`src/rtl/ntt_intt_loader_pkg.sv`:
```
// Shared definitions for the NTT/INTT coefficient loader.
// Holds the OBI request/response structs, register selects decoded from addr[3:2],
// STATUS field positions, the default polynomial geometry and the packed
// coefficient-pair typedef.
package ntt_intt_loader_pkg;

    // Kyber defaults: q = 3329 fits in 12 bits, 256 coefficients per polynomial.
    localparam int unsigned KYBER_COEFF_W = 12;
    localparam int unsigned KYBER_NCOEFF  = 256;
    localparam int unsigned NWORDS        = KYBER_NCOEFF / 2;

    // Register select taken from addr[3:2].
    typedef enum logic [1:0] {
        RegLoad   = 2'd0,
        RegResult = 2'd1,
        RegStatus = 2'd2,
        RegCtrl   = 2'd3
    } reg_sel_e;

    // STATUS word layout.
    localparam int unsigned STATUS_ERR_BIT    = 31;
    localparam int unsigned STATUS_UNLOAD_LSB = 16;
    localparam int unsigned STATUS_LEVEL_LSB  = 8;
    localparam int unsigned STATUS_LOAD_LSB   = 0;

    typedef struct packed {
        logic [KYBER_COEFF_W-1:0] hi;
        logic [KYBER_COEFF_W-1:0] lo;
    } coeff_pair_t;

    typedef struct packed {
        logic        req;
        logic        we;
        logic [3:0]  be;
        logic [31:0] addr;
        logic [31:0] wdata;
    } obi_req_t;

    typedef struct packed {
        logic        gnt;
        logic        rvalid;
        logic [31:0] rdata;
    } obi_resp_t;

endpackage

```
`src/rtl/ntt_intt_coeff_fifo.sv`:
```
// Synchronous FIFO for packed coefficient pairs, no fall-through.
// Ports:
//   clk_i, rst_ni      clock, asynchronous active-low reset
//   clear_i            synchronous flush, wins over push/pop
//   push_i/push_data_i write side (ignored when full)
//   pop_i/pop_data_o   read side, head entry always presented (ignored when empty)
//   full_o, empty_o    occupancy flags
//   level_o            number of stored entries
module ntt_intt_coeff_fifo #(
    parameter int unsigned DEPTH = 4,
    parameter int unsigned WIDTH = 24
) (
    input  logic                   clk_i,
    input  logic                   rst_ni,
    input  logic                   clear_i,
    input  logic                   push_i,
    input  logic [WIDTH-1:0]       push_data_i,
    input  logic                   pop_i,
    output logic [WIDTH-1:0]       pop_data_o,
    output logic                   full_o,
    output logic                   empty_o,
    output logic [$clog2(DEPTH):0] level_o
);
    localparam int unsigned AW = $clog2(DEPTH);

    logic [WIDTH-1:0] mem_q [DEPTH];
    logic [AW-1:0]    wr_ptr_q, wr_ptr_d;
    logic [AW-1:0]    rd_ptr_q, rd_ptr_d;
    logic [AW:0]      level_q, level_d;
    logic             do_push, do_pop;

    // DEPTH is a power of two, so the level MSB alone marks full.
    assign full_o     = level_q[AW];
    assign empty_o    = (level_q == '0);
    assign level_o    = level_q;
    assign pop_data_o = mem_q[rd_ptr_q];

    assign do_push = push_i && !full_o;
    assign do_pop  = pop_i && !empty_o;

    always_comb begin
        wr_ptr_d = wr_ptr_q;
        rd_ptr_d = rd_ptr_q;
        level_d  = level_q;
        if (clear_i) begin
            wr_ptr_d = '0;
            rd_ptr_d = '0;
            level_d  = '0;
        end else begin
            if (do_push) begin
                wr_ptr_d = wr_ptr_q + 1'b1;
            end
            if (do_pop) begin
                rd_ptr_d = rd_ptr_q + 1'b1;
            end
            if (do_push && !do_pop) begin
                level_d = level_q + 1'b1;
            end else if (do_pop && !do_push) begin
                level_d = level_q - 1'b1;
            end
        end
    end

    always_ff @(posedge clk_i or negedge rst_ni) begin
        if (!rst_ni) begin
            wr_ptr_q <= '0;
            rd_ptr_q <= '0;
            level_q  <= '0;
        end else begin
            wr_ptr_q <= wr_ptr_d;
            rd_ptr_q <= rd_ptr_d;
            level_q  <= level_d;
        end
    end

    // Storage needs no reset: entries are only visible through level_q.
    always_ff @(posedge clk_i) begin
        if (do_push && !clear_i) begin
            mem_q[wr_ptr_q] <= push_data_i;
        end
    end

endmodule

```
`src/rtl/ntt_intt_coeff_loader.sv`:
```
// OBI slave between the bus and the NTT/INTT datapath.
// LOAD writes push coefficient pairs into a FIFO feeding the load stream; RESULT reads
// pop the datapath result stream; STATUS reports err and the counters; CTRL clears.
// Ports:
//   clk_i, rst_ni                    clock, asynchronous active-low reset
//   slave_req_i / slave_resp_o       OBI request / response (gnt combinational,
//                                    rvalid+rdata registered one cycle after gnt)
//   coeff_valid_o/ready_i/data_o     load stream {hi, lo}
//   res_valid_i/ready_o/data_i       result stream {hi, lo}
//   load_done_o, unload_done_o       one-cycle pulse per whole polynomial
module ntt_intt_coeff_loader
    import ntt_intt_loader_pkg::*;
#(
    parameter int unsigned FIFO_DEPTH = 4,
    parameter int unsigned COEFF_W    = KYBER_COEFF_W,
    parameter int unsigned NCOEFF     = KYBER_NCOEFF
) (
    input  logic                 clk_i,
    input  logic                 rst_ni,
    input  obi_req_t             slave_req_i,
    output obi_resp_t            slave_resp_o,
    output logic                 coeff_valid_o,
    input  logic                 coeff_ready_i,
    output logic [2*COEFF_W-1:0] coeff_data_o,
    input  logic                 res_valid_i,
    output logic                 res_ready_o,
    input  logic [2*COEFF_W-1:0] res_data_i,
    output logic                 load_done_o,
    output logic                 unload_done_o
);
    localparam int unsigned POLY_WORDS = NCOEFF / 2;
    localparam int unsigned CNT_W      = $clog2(POLY_WORDS);
    localparam int unsigned LVL_W      = $clog2(FIFO_DEPTH) + 1;
    localparam int unsigned PAIR_W     = 2 * COEFF_W;
    localparam logic [CNT_W-1:0] CNT_LAST = CNT_W'(POLY_WORDS - 1);

    reg_sel_e          sel;
    logic              gnt, push, clear, res_pop, err_set, stream_pop;
    logic              fifo_full, fifo_empty;
    logic [LVL_W-1:0]  fifo_level;
    logic [PAIR_W-1:0] push_data;
    logic [31:0]       rdata_d, rdata_q;
    logic [31:0]       status_word, result_word;
    logic              rvalid_q;
    logic              err_q, err_d;
    logic [CNT_W-1:0]  load_cnt_q, load_cnt_d, unload_cnt_q, unload_cnt_d;
    logic              load_done_q, load_done_d, unload_done_q, unload_done_d;
    logic              unused_req;

    // Address bits outside [3:2] and wdata bits outside the coefficient fields are don't-care.
    assign unused_req = ^{slave_req_i.addr, slave_req_i.wdata};

    assign sel        = reg_sel_e'(slave_req_i.addr[3:2]);
    assign push_data  = {slave_req_i.wdata[16 +: COEFF_W], slave_req_i.wdata[0 +: COEFF_W]};
    assign stream_pop = coeff_valid_o && coeff_ready_i;

    always_comb begin
        result_word = '0;
        result_word[0 +: COEFF_W]  = res_data_i[0 +: COEFF_W];
        result_word[16 +: COEFF_W] = res_data_i[PAIR_W-1 -: COEFF_W];

        status_word = '0;
        status_word[STATUS_ERR_BIT]          = err_q;
        status_word[STATUS_UNLOAD_LSB +: 8]  = 8'(unload_cnt_q);
        status_word[STATUS_LEVEL_LSB +: 8]   = 8'(fifo_level);
        status_word[STATUS_LOAD_LSB +: 8]    = 8'(load_cnt_q);
    end

    // Decode: every legal or illegal access gets a grant; only LOAD writes (FIFO full)
    // and RESULT reads (no result available) can stall.
    always_comb begin
        gnt     = 1'b0;
        push    = 1'b0;
        clear   = 1'b0;
        res_pop = 1'b0;
        err_set = 1'b0;
        rdata_d = '0;
        if (slave_req_i.req) begin
            unique case (sel)
                RegLoad: begin
                    if (slave_req_i.we) begin
                        gnt = !fifo_full;
                        if (slave_req_i.be == 4'hF) begin
                            push = gnt;
                        end else begin
                            err_set = gnt;
                        end
                    end else begin
                        gnt     = 1'b1;
                        err_set = 1'b1;
                    end
                end
                RegResult: begin
                    if (!slave_req_i.we) begin
                        gnt     = res_valid_i;
                        res_pop = res_valid_i;
                        rdata_d = result_word;
                    end else begin
                        gnt     = 1'b1;
                        err_set = 1'b1;
                    end
                end
                RegStatus: begin
                    gnt = 1'b1;
                    if (!slave_req_i.we) begin
                        rdata_d = status_word;
                    end else begin
                        err_set = 1'b1;
                    end
                end
                RegCtrl: begin
                    gnt = 1'b1;
                    if (slave_req_i.we) begin
                        clear = slave_req_i.wdata[0];
                    end else begin
                        err_set = 1'b1;
                    end
                end
                default: ;
            endcase
        end
    end

    // Counters and err; a clear in the same cycle overrides any count and suppresses done.
    always_comb begin
        load_cnt_d    = load_cnt_q;
        unload_cnt_d  = unload_cnt_q;
        load_done_d   = 1'b0;
        unload_done_d = 1'b0;
        err_d         = err_q | err_set;
        if (clear) begin
            load_cnt_d   = '0;
            unload_cnt_d = '0;
            err_d        = 1'b0;
        end else begin
            if (stream_pop) begin
                load_done_d = (load_cnt_q == CNT_LAST);
                load_cnt_d  = load_done_d ? '0 : load_cnt_q + 1'b1;
            end
            if (res_pop) begin
                unload_done_d = (unload_cnt_q == CNT_LAST);
                unload_cnt_d  = unload_done_d ? '0 : unload_cnt_q + 1'b1;
            end
        end
    end

    always_ff @(posedge clk_i or negedge rst_ni) begin
        if (!rst_ni) begin
            rvalid_q      <= 1'b0;
            rdata_q       <= '0;
            err_q         <= 1'b0;
            load_cnt_q    <= '0;
            unload_cnt_q  <= '0;
            load_done_q   <= 1'b0;
            unload_done_q <= 1'b0;
        end else begin
            rvalid_q      <= gnt;
            if (gnt) begin
                rdata_q <= rdata_d;
            end
            err_q         <= err_d;
            load_cnt_q    <= load_cnt_d;
            unload_cnt_q  <= unload_cnt_d;
            load_done_q   <= load_done_d;
            unload_done_q <= unload_done_d;
        end
    end

    ntt_intt_coeff_fifo #(
        .DEPTH (FIFO_DEPTH),
        .WIDTH (PAIR_W)
    ) u_fifo (
        .clk_i       (clk_i),
        .rst_ni      (rst_ni),
        .clear_i     (clear),
        .push_i      (push),
        .push_data_i (push_data),
        .pop_i       (stream_pop),
        .pop_data_o  (coeff_data_o),
        .full_o      (fifo_full),
        .empty_o     (fifo_empty),
        .level_o     (fifo_level)
    );

    assign coeff_valid_o = !fifo_empty;
    assign res_ready_o   = res_pop;
    assign load_done_o   = load_done_q;
    assign unload_done_o = unload_done_q;

    always_comb begin
        slave_resp_o.gnt    = gnt;
        slave_resp_o.rvalid = rvalid_q;
        slave_resp_o.rdata  = rdata_q;
    end

endmodule

```
`config.mk`:
```
export PLATFORM = sky130hd
export DESIGN_NAME = ntt_intt_coeff_loader
export DESIGN_NICKNAME = d
export VERILOG_FILES = /design/src/rtl/ntt_intt_loader_pkg.sv /design/src/rtl/ntt_intt_coeff_fifo.sv /design/src/rtl/ntt_intt_coeff_loader.sv
export SDC_FILE = /design/constraint.sdc
export NUM_CORES = 1
export LEC_CHECK = 0
export ABC_AREA = 1
export BUFFER_PORTS_ARGS = -buffer_cell sky130_fd_sc_hd__buf_4
export CORE_MARGIN = 3
export CORE_UTILIZATION = 50
export DETAILED_ROUTE_END_ITERATION = 10
export PLACE_DENSITY = 0.76
export SYNTH_ARGS = -nofsm -noshare
export SYNTH_HDL_FRONTEND = slang
export SYNTH_SLANG_ARGS = --single-unit
```
`constraint.sdc`:
```
create_clock -name clk_i -period 3.96 [get_ports clk_i]
set_input_delay 0.594 -clock clk_i [delete_from_list [all_inputs] [get_ports clk_i]]
set_output_delay 0.594 -clock clk_i [all_outputs]
set_load 0.01 [all_outputs]
```
==> results of run 1 <==
-- flip-flops by register name, indices dropped and copies added, names as in the netlist --
name,cells
rdata_q,25
u_fifo.wr_ptr_q,2
err_q,1
u_fifo.mem_q,96
load_done_o,1
rvalid_q,1
unload_cnt_q,7
load_cnt_q,7
unload_done_o,1
u_fifo.rd_ptr_q,2
u_fifo.level_o,3
-- layer usage --
| metal | part of all wire [%] | track usage (%) | up-vias |
|---|---|---|---|
| met4 | 2.3 | 8.83 | 0 |
| met5 | 0 | 0 | - |
| li1 | - | - | 2125 |
| met2 | 51 | 33.5 | 128 |
| met1 | 41 | 24.3 | 2107 |
| met3 | 5.2 | 5.02 | 24 |
-- area by class of cell --
class                   count  area share, %
well taps                 168           2.67
clock buffers              19           5.49
multi-input cells         326           23.4
inverters                  45           2.14
repair buffers            121           11.5
flip-flops and latches    146           52.5
clock inverters            13           2.32
-- report_power, final --
group          switching, uW  internal, uW
sequential               151          1750
combinational            805           600
clock                    603          1060
total                   1560          3400
-- worst max-delay path, stage by stage, from the launching register on --
cell     delay, ns
dfrtp_1       0.71
inv_1         0.78
o21ai_0       0.26
o22ai_1       0.22
buf_4         0.16
-- layout by cell type (no fill, tap or decap), types with 2 or more instances in the layout --
cell type / synthesis / final
buf_4: 9 / 121
edfxtp_1: 96 / 96
nor2_1: 83 / 79
o21ai_0: 63 / 63
dfrtp_1: 50 / 50
nand2_1: 40 / 40
inv_1: 37 / 37
o22ai_1: 24 / 24
a21oi_2: 20 / 20
a22oi_1: 17 / 17
clkbuf_16: 0 / 17
a21oi_1: 13 / 13
nand3_1: 11 / 11
ha_1: 11 / 11
inv_2: 8 / 8
conb_1: 1 / 7
nor2_2: 2 / 6
nand2_2: 5 / 5
nor3_1: 5 / 5
nand2_4: 4 / 4
bufinv_16: 0 / 4
nor3_2: 3 / 3
o21ai_2: 3 / 3
clkinv_2: 0 / 3
inv_6: 0 / 3
nor2_4: 2 / 2
nand4_1: 2 / 2
o21ai_1: 2 / 2
clkinv_4: 0 / 2
clkbuf_1: 10 / 2
-- kinds of logic after synthesis --
logic type | after synthesis | synth area share (%)
compound gates | 145 | 14.2
simple gates | 161 | 11.7
other cells | 1 | 0.0593
flops | 146 | 65.3
xor+xnor | 1 | 0.138
fa+ha+maj | 12 | 2.49
buf+inv | 77 | 6.03
-- through the flow --
step | instances | hold WS [ns] | total power (uW) | instance area (um^2)
4_1_cts | 838 | 0.206 | 5010 | 7880
2_1_floorplan | 549 | 0.298 | 2740 | 6350
3_3_place_gp | 806 | 0.501 | 3280 | 7270
3_5_place_dp | 806 | 0.508 | 3330 | 7270
5_1_grt | 838 | 0.240 | 5230 | 7880
6_report | 838 | 0.208 | 4960 | 7880
-- worst min path at each step --
| stage | from | to | slack, ns |
|---|---|---|---|
| final | rst_ni | rdata_q[6] | 0.21 |
| after global routing | rst_ni | rdata_q[25] | 0.24 |
| after CTS | rst_ni | u_fifo.level_o[1] | 0.21 |
| after detailed placement | rdata_q[18] | rdata_q[18] | 0.51 |
| after global placement | rdata_q[18] | rdata_q[18] | 0.50 |
| after floorplan | rst_ni | err_q | 0.30 |
==> flow_metrics.py, run 1 <==
metrics = {
    "critical_path": {
        "crit_start": "u_fifo.rd_ptr_q[1]",
        "arrival_ns": 2.55,
        "crit_end": "coeff_data_o[1]",
        "r2r_end": "u_fifo.rd_ptr_q[1]",
        "worstPathRequired_ns": 3.37,
        "path_class": "reg2out",
        "rrSetupSlack_ns": 1.90,
        "path_max_fanout": 26,
        "start_kind": "flop",
        "r2r_cells": 3,
        "reg2reg_from": "u_fifo.rd_ptr_q[1]",
        "end_kind": "output port",
    },
    "sta": {
        "hold_viol_final": 0,
        "setup_violations": 0,
        "finClkSkew_ns": 0.00778,
        "worst_slack_ns": 0.819,
        "finalSetupTns_ns": 0,
        "min_period_ns": 3.14,
        "worstMarginPinSlew_ns": 0.850,
        "max_freq_ghz": 0.318,
        "fin_crit_sh_pct": 79.3,
        "slew_viol_final": 0,
        "relSlewSlack_pct": 43.4,
        "rsz0062_at_grt": "false",
    },
    "clocking": {
        "hold_buffers": 0,
        "clock_path_buffers": 2,
        "clock-sinks": 146,
        "cts_tree": "yes",
        "clk_latency_ns": 0.42,
        "cts.clk_slew.worst_paths_ns": 0.06,
        "cts-root-buf": "clkbuf_16",
        "post_cts_buffers": 0,
        "cts_resized": 0,
        "cts_buffers": 17,
        "htreeDepth": 4,
    },
    "run_status": {
        "status": "completed",
    },
    "placement": {
        "gp_congestion": 0.781,
        "dp_hpwl_mm": 8.60,
        "portBuffers": 114,
        "pre_cts_ws_ns": 1.27,
    },
    "synthesis": {
        "synthCells": 543,
        "avgSynthCellArea_um2": 11.7,
        "synth_top_area_share_pct": 45.6,
        "ys_seq_area_share_pct": 65.3,
        "yosys-top-cells-area": "edfxtp_1 (46%), dfrtp_1 (20%), o21ai_0 (5.0%), nor2_1 (4.9%), a21oi_2 (2.8%)",
        "synth_most_common_cell": "edfxtp_1",
        "yosysWarnings": 0,
        "ys_seq_elements": 146,
        "synth_common_cells": "edfxtp_1 (96), nor2_1 (83), o21ai_0 (63)",
        "async_flop_share_pct": 34.2,
        "yosysTopAreaCell": "edfxtp_1",
        "synth_cell_type_count": 37,
        "syn-cell-area_um2": 6330,
        "synth-main-ff-cell": "edfxtp_1",
        "synth_edf_count": 96,
    },
    "floorplan": {
        "boundaryPins": 160,
        "die_area_um2": 14000,
        "core-area_um2": 12200,
        "fp-row-count": 40,
        "start_util_pct": 51.8,
        "die_w_um": 118,
        "die_height_um": 118,
    },
    "power_and_ir_drop": {
        "peakVddDrop_mv": 0.265,
        "leakage_uw": 0.00322,
        "power_density_nw_per_um2": 630,
    },
    "global_route": {
        "grt_start_max_net_pins": 52,
        "grtUsageTotal_pct": 19.9,
        "grt-ovfl-total": 0,
        "grt_first_pass_wirelength_mm": 22.0,
        "antenna_found_initial": 0,
        "grt_pass1_vias": 4439,
    },
    "route": {
        "wirelength_mm": 13.6,
        "vias": 4384,
        "drt-initial-drc-count": 294,
        "vias_per_cell": 5.23,
        "ant_nets": 0,
        "route.detailed.drc": 0,
        "dr.pass1.iters": 4,
        "avgRoutedWirePerCell_um": 16.2,
    },
    "final_layout": {
        "multi_input_area_um2": 1840,
        "layout-drive-gt1-share_pct": 30.6,
        "n_antenna_cell": 0,
        "fillCellCount": 929,
        "syn_to_final_growth_pct": 24.6,
        "postLayoutCoreUtil_pct": 64.5,
        "seq_area_um2": 4130,
        "finalNetCount": 767,
    },
    "run": {
        "cap_viol_max_count": 0,
    },
    "worst_hold_path": {
        "worstHoldPathType": "in2async",
    },
}
(Power assumes the default switching activity.)
==> run 2, diff against run 1 <==
- CORE_UTILIZATION: 50 -> 48
- clock period: 3.96 -> 2.6 ns (I/O delays scaled with it)
==> run 2 against run 1 <==
- the flow now finishes with violations (negative hold slack)
- clock power increased by 43%
- non-clock buffer count increased by 4
- sequential share of layout area did not move
- global-route usage down 0.33 points
- design area did not move
- worst setup slack got worse by 0.60 ns
- utilization is 2.8 points lower
- register-to-register slack got worse by 1.0 ns
- sequential power rose by 49%
- critical path depth unchanged
- clock skew decreased by 0.0017 ns
- count of clock-buffer cells in the layout shrank 2
- critical endpoint unchanged
- largest power group unchanged
- highest routed layer unchanged
==> flow_metrics.py, run 2 (same netlist as run 1, synthesis figures left out) <==
metrics = {
    "route": {
        "vias_per_cell": 5.23,
        "wirelength_mm": 13.5,
        "avgRoutedWirePerCell_um": 15.9,
        "vias": 4421,
        "dr.pass1.iters": 5,
        "drt-initial-drc-count": 320,
        "route.detailed.drc": 0,
        "ant_nets": 0,
    },
    "run": {
        "cap_viol_max_count": 0,
    },
    "global_route": {
        "grt-ovfl-total": 0,
        "grt_start_max_net_pins": 51,
        "grtUsageTotal_pct": 19.6,
        "grt_pass1_vias": 4504,
        "grt_first_pass_wirelength_mm": 22.0,
        "antenna_found_initial": 0,
    },
    "final_layout": {
        "regMostFlops": "u_fifo.mem_q",
        "layout-drive-gt1-share_pct": 31.2,
        "finalNetCount": 771,
        "fillCellCount": 989,
        "mostFrequentLayoutCells": "buf_4 (125), edfxtp_1 (96), nor2_1 (79), o21ai_0 (63), dfrtp_1 (50)",
        "largest_reg_flops": 96,
        "final_common_cell": "buf_4",
        "reg_top3": "u_fifo.mem_q (96), rdata_q (25)",
        "syn_to_final_growth_pct": 24.6,
        "n_antenna_cell": 0,
    },
    "clocking": {
        "cts.clk_slew.worst_paths_ns": 0.06,
        "cts_buffers": 17,
        "cts_resized": 0,
        "clock_path_buffers": 2,
        "cts_tree": "yes",
        "clk_latency_ns": 0.42,
        "htreeDepth": 4,
        "hold_buffers": 0,
        "clock-sinks": 146,
        "post_cts_buffers": 0,
        "cts-root-buf": "clkbuf_16",
    },
    "sta": {
        "worstMarginPinSlew_ns": 0.780,
        "hold_viol_final": 6,
        "worst_slack_ns": 0.218,
        "relSlewSlack_pct": 47.9,
        "fin_crit_sh_pct": 91.6,
        "rsz0062_at_grt": "false",
        "hold_ws_ns": -0.00235,
        "min_period_ns": 2.38,
        "slew_viol_final": 0,
        "max_freq_ghz": 0.420,
        "finClkSkew_ns": 0.00611,
        "setup_violations": 0,
        "finalSetupTns_ns": 0,
    },
    "floorplan": {
        "core-area_um2": 12800,
        "start_util_pct": 49.5,
        "fp-row-count": 41,
        "boundaryPins": 160,
        "die_height_um": 121,
        "die_w_um": 121,
        "die_area_um2": 14600,
    },
    "run_status": {
        "violations": "negative hold slack",
        "status": "finished, violations left",
    },
    "critical_path": {
        "arrival_ns": 1.99,
        "path_max_fanout": 25,
        "r2r_end": "u_fifo.mem_q[1][1]",
        "start_kind": "flop",
        "rrSetupSlack_ns": 0.88,
        "path_class": "reg2out",
        "r2r_cells": 6,
        "worstPathRequired_ns": 2.21,
        "reg2reg_from": "u_fifo.level_o[2]",
        "end_kind": "output port",
    },
    "power_and_ir_drop": {
        "power_density_nw_per_um2": 943,
        "leakage_uw": 0.00322,
        "peakVddDrop_mv": 0.562,
    },
    "placement": {
        "pre_cts_ws_ns": 0.542,
        "portBuffers": 114,
        "dp_hpwl_mm": 8.85,
        "gp_congestion": 0.875,
    },
    "worst_hold_path": {
        "worstHoldPathType": "in2async",
    },
}
[run 2: routing by layer]
metal / share of wire [%] / up-vias / wire (um) / global-route usage (%)
met4: 1.7 / 0 / 230 / 8.00
met2: 53 / 115 / 7120 / 32.4
met5: 0 / - / 0 / 0
li1: - / 2131 / - / -
met3: 4.5 / 18 / 602 / 5.94
met1: 41 / 2157 / 5520 / 24.0
[run 2: worst max path at each step]
stage | end | from
after floorplan | u_fifo.mem_q[0][0] | slave_req_i[34]
after global placement | u_fifo.mem_q[3][12] | slave_req_i[34]
after detailed placement | u_fifo.mem_q[1][22] | slave_req_i[34]
after CTS | coeff_data_o[20] | u_fifo.rd_ptr_q[1]
after global routing | coeff_data_o[20] | u_fifo.rd_ptr_q[1]
final | coeff_data_o[1] | u_fifo.rd_ptr_q[1]
[run 2: worst max-delay path, stage by stage, from the launching register on]
cell,delay [ns]
dfrtp_1,0.38
inv_1,0.57
o21ai_0,0.21
o22ai_1,0.24
buf_4,0.17
[run 2: power by group]
part           total [uW]  internal [uW]  switching, uW
logic                2230            931           1300
registers            2830           2660            168
clock network        2370           1420            950
[run 2: final cells by class]
type                       instances  area (um^2)  share of cell area [%]
clock inverter                    15          155                    1.97
multi-input combinational        326         1840                    23.4
clock buffer                      17          425                    5.40
timing repair buffer             125          938                    11.9
tap                              172          215                    2.73
sequential                       146         4130                    52.5
inverter                          45          169                    2.14
[run 2: stage by stage]
| step | hold WS, ns | util [%] | cells | power [uW] | instance area (um^2) |
|---|---|---|---|---|---|
| 6_report | -0.00235 | 61.7 | 846 | 7430 | 7880 |
| 3_5_place_dp | 0.465 | 57.2 | 814 | 5130 | 7300 |
| 4_1_cts | 0.0140 | 61.7 | 846 | 7510 | 7880 |
| 5_1_grt | 0.0275 | 61.7 | 846 | 7870 | 7880 |
| 2_1_floorplan | 0.0944 | - | 549 | 4170 | 6350 |
| 3_3_place_gp | 0.450 | 57.2 | 814 | 5040 | 7300 |
==> run 3, diff against run 2 <==
- REMOVE_ABC_BUFFERS: default -> 1
==> run 3 against run 2 <==
- the flow still finishes with violations (negative hold slack)
- utilization is 0.86 points higher
- sequential cell count stayed put
- routed wire length is 0.44% higher
- critical path depth is 1 higher
- die area stayed put
- first-iteration DRC count is 14% lower
- cell count is 0.59% higher
- critical path type unchanged
==> flow_metrics.py, run 3 (same netlist as run 1, synthesis figures left out) <==
metrics = {
    "run_status": {
        "status": "finished, violations left",
        "violations": "negative hold slack",
    },
    "route": {
        "vias": 4445,
        "vias_per_cell": 5.22,
        "wl_met2_mm": 6.79,
        "avgRoutedWirePerCell_um": 15.9,
        "route.detailed.drc": 0,
        "drt-initial-drc-count": 275,
        "wirelength_mm": 13.5,
        "dr.pass1.iters": 5,
        "ant_nets": 0,
        "routed.top_layer": "met4",
        "wl_met3_um": 896,
        "routedLengthMet1_mm": 5.63,
    },
    "final_layout": {
        "seq_area_um2": 4130,
        "layout.cells.non_filler": 851,
        "finalNetCount": 776,
        "final_cell_area_um2": 7990,
        "fillCellCount": 990,
        "final_common_cell": "buf_4",
        "syn_to_final_growth_pct": 26.3,
        "reg_top3": "u_fifo.mem_q (96), rdata_q (25)",
        "mostFrequentLayoutCells": "buf_4 (130), edfxtp_1 (96), nor2_1 (79), o21ai_0 (63), dfrtp_1 (50)",
        "regMostFlops": "u_fifo.mem_q",
        "n_antenna_cell": 0,
        "layout-drive-gt1-share_pct": 32.0,
        "multi_input_area_um2": 1840,
        "largest_reg_flops": 96,
    },
    "placement": {
        "place_inst": 819,
        "portBuffers": 114,
        "dp_hpwl_mm": 8.67,
        "place_area_um2": 7340,
        "gp_congestion": 0.793,
        "pre_cts_ws_ns": 0.557,
    },
    "clocking": {
        "cts.clk_slew.worst_paths_ns": 0.06,
        "cts_resized": 0,
        "post_cts_buffers": 0,
        "hold_buffers": 0,
        "clock-sinks": 146,
        "htreeDepth": 4,
        "cts_buffers": 17,
        "clock_path_buffers": 2,
        "cts-root-buf": "clkbuf_16",
        "cts_tree": "yes",
        "clk_latency_ns": 0.42,
    },
    "floorplan": {
        "die_area_um2": 14600,
        "die_height_um": 121,
        "fp-row-count": 41,
        "start_util_pct": 49.5,
        "core-area_um2": 12800,
        "boundaryPins": 160,
        "die_w_um": 121,
    },
    "sta": {
        "hold_ws_ns": -0.00772,
        "fin_crit_sh_pct": 88.7,
        "min_period_ns": 2.31,
        "finalSetupTns_ns": 0,
        "max_freq_ghz": 0.434,
        "worst_slack_ns": 0.294,
        "setup_violations": 0,
        "slew_viol_final": 0,
        "hold_viol_final": 6,
        "finClkSkew_ns": 0.00656,
        "rsz0062_at_grt": "false",
        "worstMarginPinSlew_ns": 0.641,
        "relSlewSlack_pct": 57.3,
    },
    "critical_path": {
        "critPathTopFamily": "buffers and inverters",
        "slowest_delay_ns": 0.43,
        "cpMostUsedCell": "buf_4",
        "arrival_ns": 1.92,
        "cp_slowest_cell": "buf_4",
        "end_kind": "output port",
        "path_class": "reg2out",
        "path_buf_inv": 3,
        "worstPathRequired_ns": 2.21,
        "path_max_fanout": 44,
        "start_kind": "flop",
        "crit_chain": "inv_1, buf_4, o21ai_0, o22ai_1, buf_4",
    },
    "worst_hold_path": {
        "worstHoldPathType": "in2async",
    },
    "power_and_ir_drop": {
        "power_density_nw_per_um2": 970,
        "leakage_uw": 0.00327,
        "peakVddDrop_mv": 0.552,
    },
    "run": {
        "cap_viol_max_count": 0,
    },
    "global_route": {
        "grt-ovfl-total": 0,
        "grt_pass1_vias": 4508,
        "antenna_found_initial": 0,
        "grt_start_max_net_pins": 51,
        "grt_first_pass_wirelength_mm": 21.8,
        "grtUsageTotal_pct": 19.3,
    },
}
## run 3: through the flow
stage / total power [uW] / util (%)
2_1_floorplan: 4070 / -
3_3_place_gp: 5050 / 57.4
3_5_place_dp: 5140 / 57.4
4_1_cts: 7820 / 62.6
5_1_grt: 8160 / 62.6
6_report: 7750 / 62.6
## run 3: layer usage
metal | up-vias | global-route usage (%)
met5 | - | 0
met4 | 0 | 7.29
met3 | 18 | 5.57
met2 | 151 | 32.4
met1 | 2144 | 23.7
li1 | 2132 | -
## run 3: area by class of cell
class                      instances  area share [%]
inverter                          45            2.11
clock inverter                    15            2.85
multi-input combinational        326            23.1
timing repair buffer             130            12.2
clock buffer                      17            5.32
tap                              172            2.69
sequential                       146            51.7
## run 3: worst paths after layout
path / from / end / slack [ns] / cells past startpoint
worst max-delay path: u_fifo.rd_ptr_q[0] / coeff_data_o[18] / 0.29 / 5
worst min-delay path: rst_ni / rdata_q[25] / -0.008 / 1
worst max register to register: u_fifo.level_o[2] / u_fifo.mem_q[2][11] / 0.91 / 6
worst min register to register: rdata_q[3] / rdata_q[3] / 0.52 / 2
max in group asynchronous: rst_ni / u_fifo.wr_ptr_q[1] / 2.17 / 1
min in group clk_i: slave_req_i[3] / u_fifo.mem_q[1][3] / 0.17 / 1
## run 3: worst register-to-register path, stage by stage (launching register included)
cell,delay (ns)
dfrtp_1,0.44
inv_2,0.11
nand2_1,0.09
nor2_4,0.14
nand3_4,0.14
nor2_2,0.13
buf_4,0.31
## run 3: power breakdown
group          leakage [uW]  internal, uW  switching (uW)
registers           0.00148          2660             173
clock network      0.000303          1710             952
logic               0.00148           942            1310
